File: src/rtl/mpc_pkg.sv
// rtl/mpc_pkg.sv - shared defaults, FSM state type and header block-count helper
//
// Purpose : constants and types shared between the output-port responder and
//           the requester side of the multi-port cache.
// Contents: PORTNUM/DWIDTH/RAMWIDTH defaults, state_t enum, hdr_blocks().

package mpc_pkg;

  localparam int PORTNUM_DEF  = 16;
  localparam int DWIDTH_DEF   = 32;
  localparam int RAMWIDTH_DEF = 11;

  // Widest header block count: ceil((1023 + 4) / 64) = 17 fits in 5 bits.
  localparam int HDR_BLK_W = 5;

  typedef enum logic [1:0] {
    S_IDLE  = 2'd0,
    S_GRANT = 2'd1,
    S_RECV  = 2'd2
  } state_t;

  // Number of 64-byte cache blocks a packet occupies, where len is the
  // header length field and 4 extra bytes of framing travel with the packet.
  function automatic logic [HDR_BLK_W-1:0] hdr_blocks(input logic [9:0] len);
    return HDR_BLK_W'(({1'b0, len} + 11'd67) >> 6);
  endfunction

endpackage

File: src/rtl/rr_arb16.sv
// rtl/rr_arb16.sv - round-robin arbiter, one-hot grant
//
// Purpose : pick one requester, searching upward from the channel after the
//           previous winner and wrapping around.
// Ports   : req_i  - request vector
//           last_i - index of the previous winner
//           gnt_o  - one-hot grant
//           vld_o  - any request granted

module rr_arb16 #(
  parameter  int N  = 16,
  localparam int IW = $clog2(N)
) (
  input  logic [N-1:0]  req_i,
  input  logic [IW-1:0] last_i,
  output logic [N-1:0]  gnt_o,
  output logic          vld_o
);

  logic [IW-1:0] idx;

  always_comb begin
    gnt_o = '0;
    vld_o = 1'b0;
    idx   = '0;
    // k = N lands back on last_i, so a lone repeat requester still wins.
    for (int k = 1; k <= N; k++) begin
      idx = IW'((int'(last_i) + k) % N);
      if (!vld_o && req_i[idx]) begin
        gnt_o[idx] = 1'b1;
        vld_o      = 1'b1;
      end
    end
  end

endmodule

File: src/rtl/channel_resp.sv
// rtl/channel_resp.sv - output-port responder: grant, receive, space accounting
//
// Purpose : arbitrates PORTNUM requesters for one output port, streams the
//           granted channel toward the cache writer and tracks free blocks.
// Ports   : i_clk, i_rst_n                 - clock, async active-low reset
//           i_req / o_resp / o_nresp       - request, grant and refuse pulses
//           i_sop, i_data_vld, i_eop, i_data - per-channel input streams
//           o_ready                        - idle and able to grant
//           o_ramspace                     - free block count
//           i_free_vld, i_free_blocks      - blocks returned by the read side
//           o_wr_*, o_src_id               - stream toward the cache writer

module channel_resp
  import mpc_pkg::*;
#(
  parameter  int PORTNUM    = PORTNUM_DEF,
  parameter  int DWIDTH     = DWIDTH_DEF,
  parameter  int RAMWIDTH   = RAMWIDTH_DEF,
  parameter  int RAM_BLOCKS = 1024,
  parameter  int TIMEOUT    = 1023,
  localparam int SW         = $clog2(PORTNUM)
) (
  input  logic                      i_clk,
  input  logic                      i_rst_n,
  input  logic [PORTNUM-1:0]        i_req,
  output logic [PORTNUM-1:0]        o_resp,
  output logic [PORTNUM-1:0]        o_nresp,
  input  logic [PORTNUM-1:0]        i_sop,
  input  logic [PORTNUM-1:0]        i_data_vld,
  input  logic [PORTNUM-1:0]        i_eop,
  input  logic [PORTNUM*DWIDTH-1:0] i_data,
  output logic                      o_ready,
  output logic [RAMWIDTH-1:0]       o_ramspace,
  input  logic                      i_free_vld,
  input  logic [RAMWIDTH-1:0]       i_free_blocks,
  output logic                      o_wr_en,
  output logic                      o_wr_sop,
  output logic                      o_wr_eop,
  output logic                      o_wr_abort,
  output logic [DWIDTH-1:0]         o_wr_data,
  output logic [SW-1:0]             o_src_id
);

  localparam int TW = $clog2(TIMEOUT + 1);
  // Two spare bits hold space + returned blocks + restored blocks unclipped.
  localparam int EW = RAMWIDTH + 2;
  localparam logic [RAMWIDTH-1:0] RAM_MAX = RAMWIDTH'(RAM_BLOCKS);

  state_t                 state_q, state_d;
  logic [SW-1:0]          last_q, last_d;
  logic [SW-1:0]          sel_q, sel_d;
  logic [SW-1:0]          src_id_q, src_id_d;
  logic [PORTNUM-1:0]     resp_q, resp_d;
  logic [PORTNUM-1:0]     nresp_q, nresp_d;
  logic                   wr_en_q, wr_en_d;
  logic                   wr_sop_q, wr_sop_d;
  logic                   wr_eop_q, wr_eop_d;
  logic                   wr_abort_q, wr_abort_d;
  logic [DWIDTH-1:0]      wr_data_q, wr_data_d;
  logic [RAMWIDTH-1:0]    space_q, space_d;
  logic                   hdr_seen_q, hdr_seen_d;
  logic [HDR_BLK_W-1:0]   hdr_blk_q, hdr_blk_d;
  logic [TW-1:0]          idle_cnt_q, idle_cnt_d;

  logic [PORTNUM-1:0]     arb_gnt;
  logic                   arb_vld;
  logic [SW-1:0]          gnt_idx;

  logic                   ch_vld, ch_sop, ch_eop;
  logic [DWIDTH-1:0]      ch_data;
  logic                   fwd, hdr_now, timeout_hit, underflow;
  logic [HDR_BLK_W-1:0]   hdr_blk_now;
  logic [EW-1:0]          add_sum, sub_amt, net;

  rr_arb16 #(.N(PORTNUM)) u_arb (
    .req_i  (i_req),
    .last_i (last_q),
    .gnt_o  (arb_gnt),
    .vld_o  (arb_vld)
  );

  always_comb begin
    gnt_idx = '0;
    for (int k = 0; k < PORTNUM; k++) begin
      if (arb_gnt[k]) gnt_idx = SW'(k);
    end
  end

  // View of the granted channel only; every other channel is ignored.
  assign ch_vld  = i_data_vld[sel_q];
  assign ch_sop  = i_sop[sel_q];
  assign ch_eop  = i_eop[sel_q];
  assign ch_data = i_data[int'(sel_q)*DWIDTH +: DWIDTH];

  // Stop forwarding once eop has gone out; the FSM leaves S_RECV next edge.
  assign fwd         = (state_q == S_RECV) && !wr_eop_q;
  assign hdr_now     = fwd && ch_vld && !hdr_seen_q;
  assign hdr_blk_now = hdr_blocks(ch_data[16:7]);
  assign timeout_hit = fwd && !ch_vld && (idle_cnt_q == TW'(TIMEOUT - 1));

  always_comb begin
    state_d    = state_q;
    last_d     = last_q;
    sel_d      = sel_q;
    src_id_d   = src_id_q;
    resp_d     = '0;
    wr_en_d    = 1'b0;
    wr_sop_d   = 1'b0;
    wr_eop_d   = 1'b0;
    wr_abort_d = 1'b0;
    wr_data_d  = '0;
    hdr_seen_d = hdr_seen_q;
    hdr_blk_d  = hdr_blk_q;
    idle_cnt_d = '0;

    case (state_q)
      S_IDLE: begin
        if (arb_vld) begin
          sel_d   = gnt_idx;
          last_d  = gnt_idx;
          state_d = S_GRANT;
        end
      end
      S_GRANT: begin
        resp_d[sel_q] = 1'b1;
        src_id_d      = sel_q;
        hdr_seen_d    = 1'b0;
        hdr_blk_d     = '0;
        state_d       = S_RECV;
      end
      S_RECV: begin
        if (fwd) begin
          wr_en_d   = ch_vld;
          wr_sop_d  = ch_sop;
          wr_eop_d  = ch_eop;
          wr_data_d = ch_data;
        end
        if (hdr_now) begin
          hdr_seen_d = 1'b1;
          hdr_blk_d  = hdr_blk_now;
        end
        if (fwd && !ch_vld && !timeout_hit) idle_cnt_d = idle_cnt_q + TW'(1);
        if (timeout_hit) wr_abort_d = 1'b1;
        if (wr_eop_q || timeout_hit) state_d = S_IDLE;
      end
      default: state_d = S_IDLE;
    endcase

    // Refuse every request not granted this cycle; a request from the channel
    // about to receive its grant is covered by that grant.
    nresp_d = i_req & ~((state_q == S_IDLE) ? arb_gnt : '0) & ~resp_d;
  end

  // Free-space update: returned blocks and abort restore add, header
  // subtraction removes, all netted before clamping to [0, RAM_BLOCKS].
  always_comb begin
    add_sum = EW'(space_q)
            + (i_free_vld  ? EW'(i_free_blocks) : '0)
            + (timeout_hit ? EW'(hdr_blk_q)     : '0);
    sub_amt   = hdr_now ? EW'(hdr_blk_now) : '0;
    underflow = add_sum < sub_amt;
    net       = add_sum - sub_amt;
    if (underflow)                 space_d = '0;
    else if (net > EW'(RAM_MAX))   space_d = RAM_MAX;
    else                           space_d = RAMWIDTH'(net);
  end

  assert property (@(posedge i_clk) disable iff (!i_rst_n) !underflow);

  always_ff @(posedge i_clk or negedge i_rst_n) begin
    if (!i_rst_n) begin
      state_q    <= S_IDLE;
      last_q     <= SW'(PORTNUM - 1);
      sel_q      <= '0;
      src_id_q   <= '0;
      resp_q     <= '0;
      nresp_q    <= '0;
      wr_en_q    <= 1'b0;
      wr_sop_q   <= 1'b0;
      wr_eop_q   <= 1'b0;
      wr_abort_q <= 1'b0;
      wr_data_q  <= '0;
      space_q    <= RAM_MAX;
      hdr_seen_q <= 1'b0;
      hdr_blk_q  <= '0;
      idle_cnt_q <= '0;
    end else begin
      state_q    <= state_d;
      last_q     <= last_d;
      sel_q      <= sel_d;
      src_id_q   <= src_id_d;
      resp_q     <= resp_d;
      nresp_q    <= nresp_d;
      wr_en_q    <= wr_en_d;
      wr_sop_q   <= wr_sop_d;
      wr_eop_q   <= wr_eop_d;
      wr_abort_q <= wr_abort_d;
      wr_data_q  <= wr_data_d;
      space_q    <= space_d;
      hdr_seen_q <= hdr_seen_d;
      hdr_blk_q  <= hdr_blk_d;
      idle_cnt_q <= idle_cnt_d;
    end
  end

  assign o_ready    = (state_q == S_IDLE);
  assign o_resp     = resp_q;
  assign o_nresp    = nresp_q;
  assign o_ramspace = space_q;
  assign o_wr_en    = wr_en_q;
  assign o_wr_sop   = wr_sop_q;
  assign o_wr_eop   = wr_eop_q;
  assign o_wr_abort = wr_abort_q;
  assign o_wr_data  = wr_data_q;
  assign o_src_id   = src_id_q;

endmodule
File: config.mk
export PLATFORM = sky130hd
export DESIGN_NAME = channel_resp
export DESIGN_NICKNAME = d
export VERILOG_FILES = /design/src/rtl/mpc_pkg.sv /design/src/rtl/rr_arb16.sv /design/src/rtl/channel_resp.sv
export SDC_FILE = /design/constraint.sdc
export NUM_CORES = 1
export LEC_CHECK = 0
export CAP_MARGIN = 20
export CORE_AREA = 2 2 260 262
export DETAILED_ROUTE_END_ITERATION = 10
export DIE_AREA = 0 0 262 264
export HOLD_SLACK_MARGIN = 0.06
export PLACE_DENSITY = 0.48
export SETUP_SLACK_MARGIN = 0.2
export SLEW_MARGIN = 20
export SYNTH_ARGS = -nofsm -noshare
export SYNTH_HDL_FRONTEND = slang
export SYNTH_HIERARCHICAL = 1
export SYNTH_SLANG_ARGS = --single-unit
File: constraint.sdc
create_clock -name i_clk -period 5.8 [get_ports i_clk]
set_clock_uncertainty 0.2 [all_clocks]
set_input_delay 0.58 -clock i_clk [delete_from_list [all_inputs] [get_ports i_clk]]
set_output_delay 0.58 -clock i_clk [all_outputs]
set_load 0.005 [all_outputs]
==> results.yml <==
pwr:
  p_leak_uw: 0.00890
  p_seq_share_pct: 10.4
  p_int_uw: 6260
  ir_drop_mv: 0.234
  comb_power_share_pct: 84.4
  p_clk_share_pct: 5.2
  power_density_nw_per_um2: 555
  swShare_pct: 50.0
  p_sw_uw: 6270
  power.total_uw: 12500
critical_path:
  regToRegSetupSlack_ns: 0.41
  rr_startpoint: "last_q[1]"
  critPathMaxStageDelay_ns: 0.52
  crit_slowest_cell: "mux4_2"
  cp-start-kind: "input port"
  crit_required_ns: 5.88
  worstRegToRegCells: 17
  path_cells: "clkdlybuf4s50_1 > mux4_2 > mux4_2 > nor3_2 > nand2_1 > fa_1 > inv_1 > ha_1 > fa_1 > xor2_1 > ha_1 > o21a_1 > o31a_1 > o21a_1 > or2_2 > xor2_2 > a311o_1 > nand3_2 > nor3_1"
  critical_path.top_delay_family: "adder cells"
  cp.depth: 19
  crit_type: "input port to flop"
  r2r_end: "sel_q[2]"
  critPathBufInv: 2
  crit_arrival_ns: 5.49
  critPathCaptureType: "flop"
  crit_fanout: 4
die:
  die_x_um: 262
  rows: 95
  die_h_um: 264
  dieArea_sq_um: 69200
  ios: 674
  core_sq_um: 66600
  initial_core_util_pct: 19.6
yosys:
  synth_compound_area_share_pct: 12.8
  synth_top_family_by_area: "multiplexers"
  synth_edf_count: 0
  synthCells: 1278
  syn-num-nets: 1914
  synth.area.mux_share_pct: 33.2
  yosys.area.top_type: "mux4_2"
  synth_area_leaders: "mux4_2 (32%), dfrtp_1 (20%), nand2_1 (3.9%), ha_1 (3.7%), nor2_1 (2.9%)"
  synthSimpleGateAreaFrac_pct: 21.4
  yosysWarnings: 6
  synth_area_sq_um: 13000
  synthXorXnorAreaFrac_pct: 2.62
  synth.top_cells.by_count: "mux4_2 (185), nand2_1 (136), dfrtp_1 (104)"
  ys_seq_area_share_pct: 21.0
  synth_top_area_share_pct: 31.9
  ys_async_sr_fraction_pct: 100
  ys_seq_elements: 109
  synthFlopType: "dfrtp_1"
  yosys.cell_count.top_type: "mux4_2"
  syn_avg_cell_area_sq_um: 10.2
  synth_cell_types: 98
  synthAdderAreaFrac_pct: 4.81
clock_tree:
  cts_hold_buf: 0
  clock_path_buffers: 2
  cts_buffers: 9
  clock_tree.root_cell: "clkbuf_16"
  cts_sinks: 109
  path_clk_slew_ns: 0.09
  cts_tree: "yes"
  cts_htree_levels: 3
  insertion_delay_ns: 0.39
  post_cts_buffers: 0
sta:
  rsz0062_at_grt: "no"
  setup_viol: 0
  tightest_slew_ns: 1.02
  period_needed_ns: 5.41
  relSlewSlack_pct: 31.5
  holdWs_ns: 0.105
  fin_crit_sh_pct: 93.3
  fmax_mhz: 185
  hold_viol: 0
  slew_viol_final: 0
placement:
  port_buffers: 673
  place_congestion: 0.954
  hpwl_um: 75100
global_routing:
  grt_max_degree: 82
  grt_pass1_wl_um: 119000
  track_usage_pct: 24.4
  busiest_layer: "met2"
  use_met2_pct: 41.7
  gr-usage-met3_pct: 7.65
  met1_usage_pct: 28.8
  grt_pass1_vias: 15800
  antenna_found_initial: 37
  grt_overflow_total: 0
final_layout:
  post_route_cells_drive_above_1_share_pct: 23.5
  nFillCells: 6804
  nNetsFinal: 2735
  regArea_sq_um: 2740
  post-route-util_pct: 34.0
  syn_to_final_growth_pct: 73.2
  multi_input_area_sq_um: 9820
routing:
  vias_per_cell: 5.05
  finalWirelength_um: 86600
  detail-route-antenna-nets: 0
  drt-pass1-iter-count: 5
  via_count: 15100
  drc: 0
  first_iter_violations: 1227
  post_drt_wl_per_cell_um: 28.9
status:
  status: "completed"
job:
  max_cap_violations: 0
hold_path:
  hp-class: "input port to asynchronous set/reset pin"
-- worst register-to-register path: cells and delay by family, from the launching register on --
kind            cells  cell delay [ns]
compound gates      3             0.71
fa+ha+maj           1             0.37
xor+xnor            1             0.39
buf+inv             3             0.58
simple gates        9             2.49
flops               1             0.54
-- through the flow --
stage	setup TNS (ns)	instance area [sq um]	std cells	setup slack, ns
2_1_floorplan	0	13000	1278	0.342
3_3_place_gp	-2.15	22200	2959	-0.237
3_5_place_dp	-2.39	22200	2960	-0.287
4_1_cts	0	22500	2976	0.236
5_1_grt	0	22600	2981	0.209
6_report	0	22600	2991	0.390
-- timing repair --
item,in CTS,in global routing
gates cloned,0,1
pin swaps,0,2
gates resized for setup,3,9
setup endpoints to repair,9,11
-- metal layers --
layer,vias to the layer above,share of wire [%]
li1,6695,-
met1,7522,39
met2,746,48
met3,104,9.7
met4,26,3.2
met5,-,0.20
-- cells in the final DEF, fill, tap and decap left out, types with 6 or more instances in the layout --
cell and instances:
or3_1 9, nand2_1 136, xnor2_1 20, buf_4 228, clkdlybuf4s50_1 670, xor2_1 18, nor2_1 100, a21o_1 10
diode_2 14, clkbuf_16 9, nand4_1 28, a31oi_1 9, nor2b_1 10, and2_1 52, dfrtp_1 100, o21a_1 9
a221oi_1 6, nor3_1 41, a22o_1 8, a22oi_1 23, nor4_1 10, nand3_1 72, o211ai_1 10, nor3_2 7
fa_1 7, mux2_2 12, o21ai_0 31, mux4_2 185, ha_1 39, and3_1 25, inv_1 25, a21oi_1 31
-- power groups by stage --
| stage | clock network [uW] | logic [uW] | registers (uW) |
|---|---|---|---|
| 6_report | 652 | 10600 | 1300 |
| 5_1_grt | 710 | 11300 | 1340 |
| 4_1_cts | 680 | 10500 | 1320 |
| 3_5_place_dp | 0 | 10400 | 1340 |
| 3_3_place_gp | 0 | 10400 | 1330 |
| 2_1_floorplan | 0 | 5690 | 1200 |
-- state kept, by name, indices dropped and copies added (netlist names) --
| signal | cells |
|---|---|
| o_nresp | 16 |
| last_q | 4 |
| idle_cnt_q | 10 |
| sel_q | 4 |
| hdr_blk_q | 5 |
| o_resp | 16 |
| o_wr_abort | 1 |
| hdr_seen_q | 1 |
| state_q | 2 |
| o_ramspace | 11 |
| o_src_id | 4 |
| o_wr_sop | 1 |
| o_wr_en | 1 |
| o_wr_data | 32 |
| o_wr_eop | 1 |
-- cell families after synthesis --
family,count (synthesis)
flops,109
buf+inv,124
simple gates,539
mux,200
fa+ha+maj,46
compound gates,221
xor+xnor,39
-- area by class of cell --
type	instances	share of cell area, %
Sequential cell	109	12.1
Tap cell	873	4.83
Antenna cell	14	0.155
Clock buffer	10	1.01
Clock inverter	6	0.199
Inverter	29	0.482
Multi-Input combinational cell	1046	43.5
Timing Repair Buffer	904	37.7
-- worst max path at each step --
stage	startpoint	endpoint	slack [ns]
4_1_cts	i_data_vld[9]	o_ramspace[2]	0.24
3_5_place_dp	i_data_vld[9]	o_ramspace[9]	-0.29
5_1_grt	sel_q[0]	o_ramspace[0]	0.21
6_report	i_data_vld[14]	o_ramspace[7]	0.39
3_3_place_gp	i_data_vld[9]	o_ramspace[9]	-0.24
2_1_floorplan	sel_q[0]	o_ramspace[7]	0.34
No activity file was read; power rests on OpenSTA's default activity.
